[config.mk]
export PLATFORM = sky130hd
export DESIGN_NAME = btn_debounce
export DESIGN_NICKNAME = d
export VERILOG_FILES = /design/src/rtl/btn_pkg.sv /design/src/rtl/btn_sync.sv /design/src/rtl/btn_debounce.sv
export SDC_FILE = /design/constraint.sdc
export NUM_CORES = 1
export LEC_CHECK = 0
export CAP_MARGIN = 20
export CORE_MARGIN = 3
export CORE_UTILIZATION = 40
export DETAILED_ROUTE_END_ITERATION = 10
export GPL_TIMING_DRIVEN = 1
export HOLD_SLACK_MARGIN = 0.06
export PLACE_DENSITY = 0.62
export SLEW_MARGIN = 15
export SYNTH_ARGS = -nofsm -noshare
export SYNTH_HDL_FRONTEND = slang
export SYNTH_SLANG_ARGS = --single-unit
[constraint.sdc]
create_clock -name clk -period 1.78 [get_ports clk]
set_clock_uncertainty 0.15 [all_clocks]
set_input_delay 0.445 -clock clk [delete_from_list [all_inputs] [get_ports clk]]
set_output_delay 0.445 -clock clk [all_outputs]
set_load 0.05 [all_outputs]
[src/rtl/btn_pkg.sv]
// Shared state type and default timing constants for push-button conditioners.
// Every button instance in the design uses the same values.
package btn_pkg;

  typedef enum logic [2:0] {
    IDLE   = 3'd0,
    ARMING = 3'd1,
    HELD   = 3'd2,
    REPEAT = 3'd3,
    DISARM = 3'd4
  } btn_state_t;

  localparam int DEBOUNCE_12MS_100MHZ       = 1_200_000;
  localparam int REPEAT_DELAY_500MS_100MHZ  = 50_000_000;
  localparam int REPEAT_PERIOD_100MS_100MHZ = 10_000_000;
  localparam int SYNC_STAGES_DEFAULT        = 2;

  function automatic int max_int(input int a, input int b);
    return (a > b) ? a : b;
  endfunction

endpackage

[src/rtl/btn_sync.sv]
// Flip-flop chain that brings an asynchronous input into the clk domain.
// The reset value is a parameter, so an input can be parked in its inactive level.
module btn_sync
  import btn_pkg::*;
#(
  parameter int   STAGES    = SYNC_STAGES_DEFAULT,
  parameter logic RESET_VAL = 1'b0
) (
  input  logic clk,
  input  logic rst_n,
  input  logic i_d,
  output logic o_q
);

  logic [STAGES-1:0] r_sync;

  // Shift the raw input through the chain; the oldest bit is the synchronised output.
  always_ff @(posedge clk or negedge rst_n) begin
    if (!rst_n) begin
      r_sync <= {STAGES{RESET_VAL}};
    end else begin
      r_sync <= {r_sync[STAGES-2:0], i_d};
    end
  end

  assign o_q = r_sync[STAGES-1];

endmodule

[src/rtl/btn_debounce.sv]
// Conditioner for one mechanical push-button. It produces a debounced level, one-cycle
// press and release strobes, and optional auto-repeat strobes while the button is held.
module btn_debounce
  import btn_pkg::*;
#(
  parameter int DEBOUNCE_CYCLES = DEBOUNCE_12MS_100MHZ,
  parameter int SYNC_STAGES     = SYNC_STAGES_DEFAULT,
  parameter bit BTN_ACTIVE_LOW  = 1'b1,
  parameter bit REPEAT_EN       = 1'b1,
  parameter int REPEAT_DELAY    = REPEAT_DELAY_500MS_100MHZ,
  parameter int REPEAT_PERIOD   = REPEAT_PERIOD_100MS_100MHZ
) (
  input  logic clk,
  input  logic rst_n,
  input  logic btn,
  output logic btn_level,
  output logic press_pulse,
  output logic release_pulse,
  output logic repeat_pulse
);

  localparam int CNT_W  = max_int(1, $clog2(DEBOUNCE_CYCLES));
  localparam int RCNT_W = max_int(1, $clog2(max_int(REPEAT_DELAY, REPEAT_PERIOD)));

  localparam logic [CNT_W-1:0]  CNT_LAST    = CNT_W'(DEBOUNCE_CYCLES - 1);
  localparam logic [CNT_W-1:0]  CNT_ONE     = CNT_W'(1);
  localparam logic [RCNT_W-1:0] DELAY_LAST  = RCNT_W'(REPEAT_DELAY - 1);
  localparam logic [RCNT_W-1:0] PERIOD_LAST = RCNT_W'(REPEAT_PERIOD - 1);
  localparam logic [RCNT_W-1:0] RCNT_ONE    = RCNT_W'(1);

  logic              w_btn_pressed;
  logic              w_p;
  btn_state_t        r_state;
  btn_state_t        w_state_nxt;
  logic [CNT_W-1:0]  r_cnt;
  logic [CNT_W-1:0]  w_cnt_nxt;
  logic [RCNT_W-1:0] r_rcnt;
  logic [RCNT_W-1:0] w_rcnt_nxt;
  logic              r_level;
  logic              w_level_nxt;
  logic              r_press;
  logic              w_press_nxt;
  logic              r_release;
  logic              w_release_nxt;
  logic              r_repeat;
  logic              w_repeat_nxt;

  // Fix the pin polarity before synchronising, so a reset chain reads as "not pressed".
  assign w_btn_pressed = BTN_ACTIVE_LOW ? ~btn : btn;

  btn_sync #(
    .STAGES   (SYNC_STAGES),
    .RESET_VAL(1'b0)
  ) u_sync (
    .clk  (clk),
    .rst_n(rst_n),
    .i_d  (w_btn_pressed),
    .o_q  (w_p)
  );

  // Next-state, counter and strobe decode; only the synchronised level and counters steer it.
  always_comb begin
    w_state_nxt   = r_state;
    w_cnt_nxt     = r_cnt;
    w_rcnt_nxt    = r_rcnt;
    w_level_nxt   = r_level;
    w_press_nxt   = 1'b0;
    w_release_nxt = 1'b0;
    w_repeat_nxt  = 1'b0;
    case (r_state)
      IDLE: begin
        w_cnt_nxt = '0;
        if (w_p) begin
          w_state_nxt = ARMING;
        end else begin
          w_state_nxt = IDLE;
        end
      end
      ARMING: begin
        if (!w_p) begin
          w_state_nxt = IDLE;
          w_cnt_nxt   = '0;
        end else if (r_cnt == CNT_LAST) begin
          w_state_nxt = HELD;
          w_cnt_nxt   = '0;
          w_rcnt_nxt  = '0;
          w_level_nxt = 1'b1;
          w_press_nxt = 1'b1;
        end else begin
          w_cnt_nxt = r_cnt + CNT_ONE;
        end
      end
      HELD: begin
        if (!w_p) begin
          w_state_nxt = DISARM;
          w_cnt_nxt   = '0;
          w_rcnt_nxt  = '0;
        end else if (REPEAT_EN) begin
          if (r_rcnt == DELAY_LAST) begin
            w_state_nxt  = REPEAT;
            w_rcnt_nxt   = '0;
            w_repeat_nxt = 1'b1;
          end else begin
            w_rcnt_nxt = r_rcnt + RCNT_ONE;
          end
        end else begin
          w_rcnt_nxt = '0;
        end
      end
      REPEAT: begin
        if (!w_p) begin
          w_state_nxt = DISARM;
          w_cnt_nxt   = '0;
          w_rcnt_nxt  = '0;
        end else if (r_rcnt == PERIOD_LAST) begin
          w_rcnt_nxt   = '0;
          w_repeat_nxt = 1'b1;
        end else begin
          w_rcnt_nxt = r_rcnt + RCNT_ONE;
        end
      end
      DISARM: begin
        // A bounce on release goes back to HELD, and the repeat timing restarts from the full delay.
        if (w_p) begin
          w_state_nxt = HELD;
          w_cnt_nxt   = '0;
          w_rcnt_nxt  = '0;
        end else if (r_cnt == CNT_LAST) begin
          w_state_nxt   = IDLE;
          w_cnt_nxt     = '0;
          w_level_nxt   = 1'b0;
          w_release_nxt = 1'b1;
        end else begin
          w_cnt_nxt = r_cnt + CNT_ONE;
        end
      end
      default: begin
        w_state_nxt = IDLE;
        w_cnt_nxt   = '0;
        w_rcnt_nxt  = '0;
        w_level_nxt = 1'b0;
      end
    endcase
  end

  // State, counters and all outputs are registered together.
  always_ff @(posedge clk or negedge rst_n) begin
    if (!rst_n) begin
      r_state   <= IDLE;
      r_cnt     <= '0;
      r_rcnt    <= '0;
      r_level   <= 1'b0;
      r_press   <= 1'b0;
      r_release <= 1'b0;
      r_repeat  <= 1'b0;
    end else begin
      r_state   <= w_state_nxt;
      r_cnt     <= w_cnt_nxt;
      r_rcnt    <= w_rcnt_nxt;
      r_level   <= w_level_nxt;
      r_press   <= w_press_nxt;
      r_release <= w_release_nxt;
      r_repeat  <= w_repeat_nxt;
    end
  end

  assign btn_level     = r_level;
  assign press_pulse   = r_press;
  assign release_pulse = r_release;
  assign repeat_pulse  = r_repeat;

endmodule

==> impl_metrics.csv, run 1 <==
group,metric,value,unit
run_status,status,"finished with violations",
run_status,violations,"setup timing",
floorplan,io_pins,7,
cells_and_area,finalInstanceArea,4750,um^2
cells_and_area,final_util,0.605,
place,gp_congestion,0.841,
sta,rsz0062_at_grt,"yes",
cts,cts-root-buf,"clkbuf_8",
power,finalPower,2.24,mW
cts,clock_latency,0.31,ns
yosys,synth_cells,354,
critical_path,path_class,"reg2reg",
yosys,syn-num-nets,359,
yosys,ys.flop_type,"dfrtp_1",
critical_path,r2r_cells,6,
critical_path,critPathArrivalTime,2.12,ns
cells_and_area,nets,446,
place,io_buffers,6,
yosys,synthesis.area,3280,um^2
grt,grt-ovfl-total,0,
sta,setup_violations,43,
sta,final-max-slew-violation-count,0,
place,placed_area,4090,um^2
cells_and_area,drive_gt1_frac,0.385,
sta,setup_tns,-5.22,ns
job,maxCapViolations,0,
sta,clock.fmax,494,MHz
yosys,netlist_top_cells_area,"dfrtp_1 (43%), nand3_1 (5.0%), nand4_1 (4.2%)",
cells_and_area,fillers,628,
routing,viasPerCell,5.80,
yosys,synth.most_common_cell,"dfrtp_1",
place,dp.cells,522,
critical_path,reg2reg_to,"r_rcnt[16]$_DFFE_PN0P_",
routing,routed_wirelength,8.98,mm
yosys,synthTopCellsByCount,"dfrtp_1 (56), nand2_1 (34), nand3_1 (33)",
power,powerDensity,471,nW/um^2
grt,grt_pass1_vias,2962,
cts,numCtsBuffers,5,
place,dpl.hpwl,5.98,mm
yosys,synth_cell_types,61,
power,peakVddDrop,0.265,mV
cells_and_area,multiInputGateArea,2070,um^2
cts,tritoncts,"built",
critical_path,path_max_fanout,9,
cts,htreeDepth,2,
floorplan,dieArea,9330,um^2
grt,grt_antenna_before_repair,0,
floorplan,coreArea,7850,um^2
sta,slew_headroom,0.692,
critical_path,critPathLaunchType,"flip-flop",
grt,grt_max_degree,57,
routing,wl_per_cell,16.5,um
routing,drt_iter0_drc,199,
sta,worst_pin_slew,0.456,ns
power,power_leakage,2.05,nW
routing,drc_errors,0,
critical_path,endpoint,"r_rcnt[16]$_DFFE_PN0P_",
hold_path,min_path_type,"reg2reg",
yosys,synth-async-reset-ratio,1.00,
cts,cts.sinks,56,
routing,vias,3157,
yosys,synth.avg_cell_area,9.27,um^2
critical_path,cp.required,1.87,ns
yosys,ys_seq_elements,56,
sta,setup_ws,-0.246,ns
cells_and_area,layoutNonFillerInstCount,544,
critical_path,crit_start,"r_rcnt[10]$_DFFE_PN0P_",
floorplan,die_x,96.6,um
critical_path,r2r_slack,-0.25,ns
routing,dr.pass1.iters,4,
yosys,ys_seq_area_frac,0.427,
yosys,synth_edf_count,0,
floorplan,die_h,96.6,um
sta,hold_violations,0,
grt,grt_usage,0.198,
sta,min_period,2.03,ns
yosys,yosysTopAreaCellShare,0.427,
critical_path,end_kind,"flip-flop",
yosys,netlist.top_cell.by_area,"dfrtp_1",
sta,hold_ws,0.223,ns
cells_and_area,diodes,0,
sta,period_share,1.14,
cts,ctsLongestPathBuffers,2,
routing,ant_nets,0,
cells_and_area,seqCellArea,1410,um^2
cells_and_area,area_delta_synth_final,44.6,%
critical_path,r2r_start,"r_rcnt[10]$_DFFE_PN0P_",
grt,grt_pass1_wl,14.4,mm
place,pre_cts_slack,-0.208,ns
floorplan,rows,32,
yosys,yosysWarnings,0,
cts,clk_pin_slew_worst_paths,0.10,ns
floorplan,initial_core_util,0.418,
## logic make-up (layout without fill, tap and decap cells)
group	Yosys count	in the layout	synth area share
AOI/OAI and AO/OA	70	70	0.154
xor gates and xnor gates	10	10	0.0267
adders and majority gates	2	2	0.00762
buffers and inverters	35	123	0.0507
DFF	56	56	0.427
muxes	6	6	0.0183
and+or+nand+nor	175	175	0.316
## timing repair
action	in CTS	in global routing
hold endpoints to repair	56	0
buffers inserted	6	6
setup endpoints to repair	28	51
hold buffers	1	0
gates cloned	2	0
pin swaps	13	25
resized for setup	34	57
## area by class of cell
type | instances | share of cell area
Multi-Input combinational cell | 263 | 0.436
Clock inverter | 2 | 0.00738
Clock buffer | 6 | 0.0153
Inverter | 12 | 0.00949
Sequential cell | 56 | 0.296
Timing Repair Buffer | 103 | 0.209
Tap cell | 102 | 0.0269
## state kept, by name, summed over array words and instances (netlist names)
name,cells
r_rcnt,26
r_cnt,21
r_state,3
u_sync.r_sync,2
btn_level,1
press_pulse,1
release_pulse,1
repeat_pulse,1
## metal layers
layer / GRT usage / wire [um] / vias to the layer above
li1: - / - / 1508
met1: 0.281 / 4010 / 1566
met2: 0.316 / 4420 / 77
met3: 0.0349 / 480 / 6
met4: 0.0444 / 68 / 0
met5: 0 / 0 / -
## power by group
group	leakage [nW]	switching, mW	total (mW)	internal, mW
Clock	0.0552	0.418	0.836	0.419
Combinational	1.22	0.0667	0.116	0.0498
Sequential	0.770	0.00746	1.28	1.28
Total	2.05	0.492	2.24	1.75
## how the worst min path moves through the flow
stage                                    start                         end  depth (start not counted)
finish              u_sync.r_sync[0]$_DFF_PN0_  u_sync.r_sync[1]$_DFF_PN0_                          0
global route        u_sync.r_sync[0]$_DFF_PN0_  u_sync.r_sync[1]$_DFF_PN0_                          0
CTS                 u_sync.r_sync[0]$_DFF_PN0_  u_sync.r_sync[1]$_DFF_PN0_                          0
detailed placement  u_sync.r_sync[0]$_DFF_PN0_  u_sync.r_sync[1]$_DFF_PN0_                          0
global placement    u_sync.r_sync[0]$_DFF_PN0_  u_sync.r_sync[1]$_DFF_PN0_                          0
floorplan                                rst_n       btn_level$_DFFE_PN0P_                          0
## cell usage in the layout, fill, tap and decap left out, drive strengths merged, types with 2 or more instances in the layout
cell | Yosys | layout
a41oi | 2 | 2
clkbuf | 8 | 6
a21oi | 12 | 12
ha | 2 | 2
nor3 | 6 | 6
nor3b | 5 | 5
nor2 | 19 | 19
xnor2 | 3 | 3
or4b | 2 | 2
bufbuf | 0 | 2
o21ai | 21 | 21
nor2b | 4 | 4
o311ai | 9 | 9
nor4 | 3 | 3
nor4b | 5 | 5
and4 | 10 | 10
nand4 | 22 | 22
nand3 | 33 | 33
inv | 12 | 12
o22ai | 3 | 3
xor2 | 7 | 7
buf | 15 | 99
nand2 | 35 | 35
and4b | 2 | 2
and3b | 2 | 2
nand2b | 3 | 3
nor4bb | 3 | 3
and2 | 2 | 2
o2111ai | 2 | 2
a22o | 2 | 2
and3 | 15 | 15
mux2i | 6 | 6
nand4b | 2 | 2
a31oi | 9 | 9
dfrtp | 56 | 56
## worst max-delay path: stages (launching register included)
cell       delay (ns)
dfrtp_1          0.41
and4bb_1         0.21
and4_4           0.20
o2111ai_4        0.28
buf_6            0.18
or4b_1           0.43
o21ai_1          0.09
No activity file was read; power rests on OpenSTA's default activity.
==> inputs of run 2 (changes only) <==
CORE_UTILIZATION = 45   (was 40)
PLACE_DENSITY = 0.68   (was 0.62)
==> run 2 against run 1 <==
Compared with the run above: the run still ends with setup timing left; combinational power hardly changed; register-to-register slack better by 0.02 ns; utilization is 7.9 points higher; sequential share of layout area is 0.079 points higher; worst setup slack better by 0.016 ns; critical endpoint unchanged; die area is 10% lower; final area stayed put; critical path type unchanged.
==> impl_metrics.csv, run 2 (synthesis results as in run 1) <==
group,metric,value,unit
run_status,status,"finished with violations",
run_status,violations,"setup timing",
power,power_leakage,2.04,nW
cells_and_area,seqCellArea,1410,um^2
sta,min_period,2.01,ns
cts,clk_pin_slew_worst_paths,0.10,ns
routing,ant_nets,0,
cells_and_area,final_util,0.684,
critical_path,critPathArrivalTime,2.11,ns
routing,vias,3216,
sta,rsz0062_at_grt,"yes",
place,pre_cts_slack,-0.196,ns
floorplan,io_pins,7,
cts,htreeDepth,2,
cells_and_area,layout_common_cells,"buf_4 (75), dfrtp_1 (50), nand2_1 (30)",
floorplan,initial_core_util,0.473,
cells_and_area,largest_reg_flops,26,
critical_path,critPathLaunchType,"flip-flop",
critical_path,path_max_fanout,9,
sta,period_share,1.13,
cells_and_area,final_common_cell,"buf_4",
routing,dr.pass1.iters,5,
routing,drt_iter0_drc,224,
floorplan,rows,30,
grt,grt_pass1_wl,14.6,mm
power,pwr-share-comb,0.051,
floorplan,coreArea,6940,um^2
cells_and_area,drive_gt1_frac,0.412,
cts,cts.sinks,56,
critical_path,crit_path_cell_trace,"and4bb_1, and4_4, o2111ai_4, buf_4, or4b_1, o21ai_1",
cts,tritoncts,"built",
sta,worst_pin_slew,0.347,ns
place,io_buffers,6,
sta,setup_violations,40,
grt,grt_pass1_vias,2974,
power,finalPower,2.26,mW
critical_path,slowest_delay,0.43,ns
grt,grt_usage,0.211,
critical_path,crit_slowest_cell,"or4b_1",
floorplan,dieArea,8360,um^2
floorplan,die_x,91.4,um
job,maxCapViolations,0,
hold_path,min_path_cells,0,
cells_and_area,nets,448,
cells_and_area,diodes,0,
critical_path,critical_path_buf_inv_count,1,
cts,ctsLongestPathBuffers,2,
sta,final-max-slew-violation-count,0,
cts,cts-root-buf,"clkbuf_8",
hold_path,worstHoldEndpoint,"u_sync.r_sync[1]$_DFF_PN0_",
sta,hold_violations,0,
routing,wl_per_cell,17.0,um
critical_path,r2r_slack,-0.23,ns
power,clkPwrFrac,0.381,
sta,setup_ws,-0.230,ns
critical_path,r2r_cells,6,
cells_and_area,top_regs,"r_rcnt (26), r_cnt (21), r_state (3)",
routing,routed_wirelength,9.21,mm
cells_and_area,multiInputGateArea,2040,um^2
critical_path,critPathTopFamily,"simple AND/OR/NAND/NOR gates",
place,dpl.hpwl,5.76,mm
power,p_sw,0.515,mW
hold_path,min_path_type,"reg2reg",
critical_path,reg2reg_to,"r_rcnt[16]$_DFFE_PN0P_",
power,peakVddDrop,0.279,mV
power,swShare,0.228,
cts,clock_latency,0.32,ns
routing,viasPerCell,5.96,
power,seq_power_share,0.568,
critical_path,path_class,"reg2reg",
critical_path,r2r_start,"r_rcnt[9]$_DFFE_PN0P_",
power,p_int,1.74,mW
grt,grt_antenna_before_repair,0,
floorplan,die_h,91.4,um
grt,grt_max_degree,57,
place,gp_congestion,0.862,
cells_and_area,largest-register,"r_rcnt",
critical_path,end_kind,"flip-flop",
critical_path,cp.required,1.88,ns
hold_path,timing.hold.worst.start,"u_sync.r_sync[0]$_DFF_PN0_",
power,powerDensity,476,nW/um^2
sta,clock.fmax,498,MHz
sta,slew_headroom,0.767,
cts,numCtsBuffers,5,
routing,drc_errors,0,
cells_and_area,area_delta_synth_final,44.6,%
cells_and_area,fillers,491,
grt,grt-ovfl-total,0,
run 2: cell count changes in the layout (fill, tap and decap cells not counted), sizes merged:
cell | previous run | this run
bufbuf | 2 | 1
clkinvlp | 0 | 1
buf | 99 | 101
run 2: how the worst max path moves through the flow:
stage | depth (start not counted) | startpoint | end | slack [ns]
2_1_floorplan | 7 | r_rcnt[0]$_DFFE_PN0P_ | r_rcnt[16]$_DFFE_PN0P_ | -0.07
3_3_place_gp | 6 | r_rcnt[10]$_DFFE_PN0P_ | r_rcnt[16]$_DFFE_PN0P_ | -0.15
3_5_place_dp | 6 | r_rcnt[9]$_DFFE_PN0P_ | r_rcnt[23]$_DFFE_PN0P_ | -0.20
4_1_cts | 6 | r_rcnt[9]$_DFFE_PN0P_ | r_rcnt[16]$_DFFE_PN0P_ | -0.21
5_1_grt | 6 | r_rcnt[9]$_DFFE_PN0P_ | r_rcnt[16]$_DFFE_PN0P_ | -0.30
6_report | 6 | r_rcnt[9]$_DFFE_PN0P_ | r_rcnt[16]$_DFFE_PN0P_ | -0.23
run 2: stage by stage:
step / hold slack, ns / cell area, um^2 / std cells / setup TNS [ns]
floorplan: -0.000591 / 3340 / 354 / -0.306
global placement: 0.194 / 4020 / 508 / -1.40
detailed placement: 0.192 / 4020 / 508 / -3.05
CTS: 0.229 / 4360 / 526 / -3.82
global route: 0.248 / 4750 / 540 / -8.48
finish: 0.221 / 4750 / 540 / -4.71
run 2: cell type report:
type	instances	area share
multi-input cells	263	0.431
clock buffers	5	0.0145
flip-flops and latches	56	0.297
inverters	12	0.00949
clock inverters	3	0.00896
repair buffers	105	0.214
well taps	96	0.0253
run 2: timing repair:
action,4_1_cts,5_1_grt
buffers inserted,7,12
endpoints found under the setup margin,35,53
pin swaps,17,24
resized for setup,32,66
endpoints found under the hold margin,56,0
gates cloned,2,2
hold buffers,1,0
run 2: worst reg2reg max path, cell delays in order, from the launching register on:
cell and delay (ns):
dfrtp_1 0.40, and4bb_1 0.22, and4_4 0.20, o2111ai_4 0.24, buf_4 0.22, or4b_1 0.43, o21ai_1 0.08
run 2: metal layers:
metal	wire length, um	global-route usage	vias up
met5	0	0	-
met2	4440	0.340	108
met4	160	0.0427	0
met3	491	0.0273	16
li1	-	-	1516
met1	4120	0.304	1576
run 2: power groups by stage:
stage	combinational, mW	sequential (mW)	clock, mW
detailed placement	0.0881	1.31	0
finish	0.114	1.28	0.861
global placement	0.0870	1.31	0
global route	0.126	1.29	0.932
CTS	0.0991	1.28	0.881
floorplan	0.0293	1.31	0
